### src/rtl/mode_counter_pkg.sv
// Shared direction encoding for the up/down mode counter.
package mode_counter_pkg;

    localparam logic MODE_UP   = 1'b0;
    localparam logic MODE_DOWN = 1'b1;

    typedef enum logic {
        DIR_UP   = MODE_UP,
        DIR_DOWN = MODE_DOWN
    } dir_e;

endpackage : mode_counter_pkg

### src/rtl/mode_counter_next.sv
// Combinational next-count step: +1 or -1 modulo 2^sz depending on direction.
module mode_counter_next
    import mode_counter_pkg::*;
#(
    parameter int sz = 8
) (
    input  logic [sz-1:0] i_value,
    input  logic          i_mode,
    output logic [sz-1:0] o_next
);

    localparam logic [sz-1:0] ONE = sz'(1'b1);

    // Direction select; any unknown mode falls through to counting up.
    always_comb begin
        o_next = i_value + ONE;
        case (dir_e'(i_mode))
            DIR_UP:   o_next = i_value + ONE;
            DIR_DOWN: o_next = i_value - ONE;
            default:  o_next = i_value + ONE;
        endcase
    end

endmodule : mode_counter_next

### src/rtl/mode_counter.sv
// Free-running up/down counter with async active-low reset.
// Optional terminal-count output tc is enabled by defining MODE_COUNTER_TC_EN.
module mode_counter
    import mode_counter_pkg::*;
#(
    parameter int sz = 8
) (
    input  logic          clk,
    input  logic          reset,
    input  logic          mode,
    output logic [sz-1:0] counter
`ifdef MODE_COUNTER_TC_EN
    ,
    output logic          tc
`endif
);

    localparam logic [sz-1:0] CNT_ZERO = {sz{1'b0}};
    localparam logic [sz-1:0] CNT_MAX  = {sz{1'b1}};

    logic [sz-1:0] r_count;
    logic [sz-1:0] w_next;

    mode_counter_next #(
        .sz (sz)
    ) u_next (
        .i_value (r_count),
        .i_mode  (mode),
        .o_next  (w_next)
    );

    // Count register; reset clears it immediately without waiting for clk.
    always_ff @(posedge clk or negedge reset) begin
        if (!reset) begin
            r_count <= CNT_ZERO;
        end else begin
            r_count <= w_next;
        end
    end

    assign counter = r_count;

`ifdef MODE_COUNTER_TC_EN
    // Terminal count: the value from which the next step wraps.
    always_comb begin
        tc = 1'b0;
        if (!reset) begin
            tc = 1'b0;
        end else if (mode == MODE_DOWN) begin
            tc = (r_count == CNT_ZERO);
        end else begin
            tc = (r_count == CNT_MAX);
        end
    end
`endif

`ifndef SYNTHESIS
    a_wrap_up: assert property (@(posedge clk) disable iff (!reset)
        (mode == MODE_UP && r_count == CNT_MAX) |=> (r_count == CNT_ZERO))
        else $error("mode_counter: up-count did not wrap to zero");

    a_wrap_down: assert property (@(posedge clk) disable iff (!reset)
        (mode == MODE_DOWN && r_count == CNT_ZERO) |=> (r_count == CNT_MAX))
        else $error("mode_counter: down-count did not wrap to max");

    a_mode_known: assert property (@(posedge clk) disable iff (!reset)
        !$isunknown(mode))
        else $error("mode_counter: mode is X/Z out of reset");

    a_reset_hold: assert property (@(posedge clk)
        !reset |-> (r_count == CNT_ZERO))
        else $error("mode_counter: counter nonzero during reset");
`endif

endmodule : mode_counter

### config.mk
export PLATFORM = sky130hd
export DESIGN_NAME = mode_counter
export DESIGN_NICKNAME = d
export VERILOG_FILES = /design/src/rtl/mode_counter_pkg.sv /design/src/rtl/mode_counter_next.sv /design/src/rtl/mode_counter.sv
export SDC_FILE = /design/constraint.sdc
export NUM_CORES = 1
export LEC_CHECK = 0
export CAP_MARGIN = 40
export CORE_AREA = 2 2 39 41
export DETAILED_ROUTE_END_ITERATION = 16
export DIE_AREA = 0 0 41 43
export GPL_ROUTABILITY_DRIVEN = 0
export HOLD_SLACK_MARGIN = 0.02
export PLACE_DENSITY = 0.66
export SYNTH_ARGS = -nofsm -noshare
export SYNTH_HDL_FRONTEND = slang
export SYNTH_HIERARCHICAL = 1
export SYNTH_SLANG_ARGS = --single-unit
export TNS_END_PERCENT = 100
### constraint.sdc
create_clock -name clk -period 1.4 [get_ports clk]
set_input_delay 0.35 -clock clk [delete_from_list [all_inputs] [get_ports clk]]
set_output_delay 0.35 -clock clk [all_outputs]
set_load 0.05 [all_outputs]
==> impl_metrics.csv <==
group,metric,value,unit
min_path,hold_class,"in2async",
grt,antenna_found_initial,0,
timing,fmaxAchievable,0.712,GHz
synthesis,synth_cell_types,24,
grt,grt_max_degree,9,
cells_and_area,layout.nets,86,
cells_and_area,fin_area,958,µm²
detailed_routing,ant_nets,0,
timing,rsz0062_at_grt,"true",
synthesis,synth_area_per_cell,10.6,µm²
timing,period_minus_slack,1.41,ns
clock_tree,cts.clk_slew.worst_paths,0.07,ns
timing,finalHoldViolCount,0,
cells_and_area,drive_above_1_share,62.7,%
timing,relSlewSlack,72.9,%
die,die_y,43,µm
grt,grt_pass1_vias,515,
placed_design,dp_hpwl,1010,µm
detailed_routing,vias_per_cell,5.41,
die,start_util,37.5,%
placed_design,portBuffers,10,
critical_path,cp.arrival,1.57,ns
grt,grt_overflow,0,
timing,setup_slack,-0.00505,ns
die,rows,14,
synthesis,yosys-top-cells-area,"dfrtp_1, ha_1, a21oi_1, o211ai_1, fa_1",
critical_path,critPathMaxFanout,3,
synthesis,synth_edf_count,0,
grt,grt_use_total,17.5,%
grt,grt_pass1_wl,2110,µm
detailed_routing,firstDrtPassIters,6,
synthesis,synth_area,519,µm²
clock_tree,htree_levels,1,
clock_tree,cts_buffers,3,
critical_path,critPathRequiredTime,1.56,ns
clock_tree,clk_latency,0.26,ns
detailed_routing,wl_per_cell,13.9,µm
placed_design,postPlaceCellArea,877,µm²
clock_tree,clockBufferDepth,2,
timing,worst_slew_pin_slew,0.406,ns
cells_and_area,largest_reg_flops,8,
clock_tree,cts_tree,"yes",
timing,skew,0.00794,ns
synthesis,synth_largest_area_cell,"dfrtp_1",
die,ios,11,
die,core_area,1380,µm²
synthesis,synth_cells,49,
critical_path,crit_type,"reg2reg",
synthesis,synth_seq_cells,8,
synthesis,syn-num-nets,59,
synthesis,ys_top_cells_by_count,"dfrtp_1, ha_1, a21oi_1, inv_1, o211ai_1",
die,die_area,1760,µm²
timing,finalCritPeriodShare,100,%
critical_path,start_kind,"flop",
power,p_leak,0.395,nW
critical_path,cp-end-kind,"flop",
clock_tree,cts_root_buffer,"clkbuf_4",
detailed_routing,vias,492,
die,fp.dieW,41,µm
placed_design,pre_cts_ws,-0.595,ns
clock_tree,cts_hold_buf,0,
synthesis,async_flop_share,100,%
run_status,outcome,"finished, violations left",
power,power_density,2850,nW/µm²
clock_tree,clock-sinks,8,
power,ir_worst_vdd,1.45,mV
timing,setup_viol,1,
cells_and_area,synthToLayoutAreaGrowth,84.6,%
cells_and_area,antenna_cells,0,
critical_path,reg2reg_depth,4,
job,cap_violations,0,
detailed_routing,drt_wl_total,1270,µm
detailed_routing,drt-initial-drc-count,8,
synthesis,synth_top_area_share,38.6,%
synthesis,yosysWarnings,6,
timing,final_max_slew_viol_count,0,
run_status,violations,"setup timing",
synthesis,seq_area_frac_synth,38.6,%
synthesis,yosysMostFrequentCell,"dfrtp_1",
synthesis,synth_ff_type,"dfrtp_1",
timing,finalSetupTns,-0.00505,ns
detailed_routing,drc_errors,0,
## where the power goes
part	internal, W	switching [W]	total (W)
registers	0.000363	0.000157	0.000520
logic	0.00107	0.000944	0.00201
clock network	0.000110	0.0000917	0.000201
## cell type report
class / instances / area, µm²
Clock buffer: 4 / 26.3
Fill cell: 101 / 425
Inverter: 5 / 18.8
Multi-Input combinational cell: 36 / 415
Sequential cell: 8 / 209
Tap cell: 16 / 20.0
Timing Repair Buffer: 22 / 269
## worst max-delay path, stage by stage (launching register included)
cell and delay (ns):
dfrtp_2 0.43, ha_4 0.23, nor2b_4 0.13, o31a_1 0.27
o311ai_2 0.25
## metal layers
metal / global-route usage [%] / share of wire, % / vias up
li1: - / - / 234
met1: 22.4 / 42 / 239
met2: 27.2 / 52 / 17
met3: 3.66 / 5.1 / 2
met4: 7.33 / 1.3 / 0
met5: 0 / 0 / -
## timing repair
action	4_1_cts	5_1_grt
resized for setup	6	6
buffers inserted	2	0
pin swaps	3	0
setup endpoints to repair	6	3
## worst paths after layout
check	start	to	slack (ns)
min in group clk	counter[0]$_DFF_PN0_	counter[0]$_DFF_PN0_	0.44
min	reset	counter[4]$_DFF_PN0_	0.38
max in group asynchronous	reset	counter[5]$_DFF_PN0_	0.70
min reg2reg	counter[0]$_DFF_PN0_	counter[0]$_DFF_PN0_	0.44
max	counter[2]$_DFF_PN0_	counter[6]$_DFF_PN0_	-0.005
max reg2reg	counter[2]$_DFF_PN0_	counter[6]$_DFF_PN0_	-0.005
## metrics by stage
stage               util [%]  hold WS, ns  power, W  instances
floorplan                  -       0.0544   0.00157         49
finish                  69.3        0.382   0.00273         91
global route            69.3        0.401   0.00292         91
CTS                     67.2        0.394   0.00262         91
global placement        63.4        0.424   0.00232         85
detailed placement      63.4        0.429   0.00236         85
## cell families after synthesis
logic type | share of synthesized area, %
XOR/XNOR | 6.75
AO/OA/AOI/OAI | 23.9
flip-flops | 38.6
buffers and inverters | 3.61
AND/OR/NAND/NOR | 8.91
adder cells (fa/ha/maj) | 18.3
## cell usage in the layout, fill, tap and decap left out, drive strengths merged
| cell | count |
|---|---|
| buf | 21 |
| dfrtp | 8 |
| ha | 6 |
| inv | 5 |
| a21oi | 5 |
| clkbuf | 4 |
| o211ai | 3 |
| xor2 | 2 |
| xnor2 | 2 |
| nor2b | 2 |
| o311ai | 2 |
| o21ai | 2 |
| clkdlybuf4s50 | 1 |
| a211oi | 1 |
| nand2 | 1 |
| nor3 | 1 |
| o2bb2ai | 1 |
| o21a | 1 |
| o31a | 1 |
| nand2b | 1 |
| nor3b | 1 |
| a221oi | 1 |
| nor2 | 1 |
| a21o | 1 |
| fa | 1 |
(Power assumes the default switching activity.)
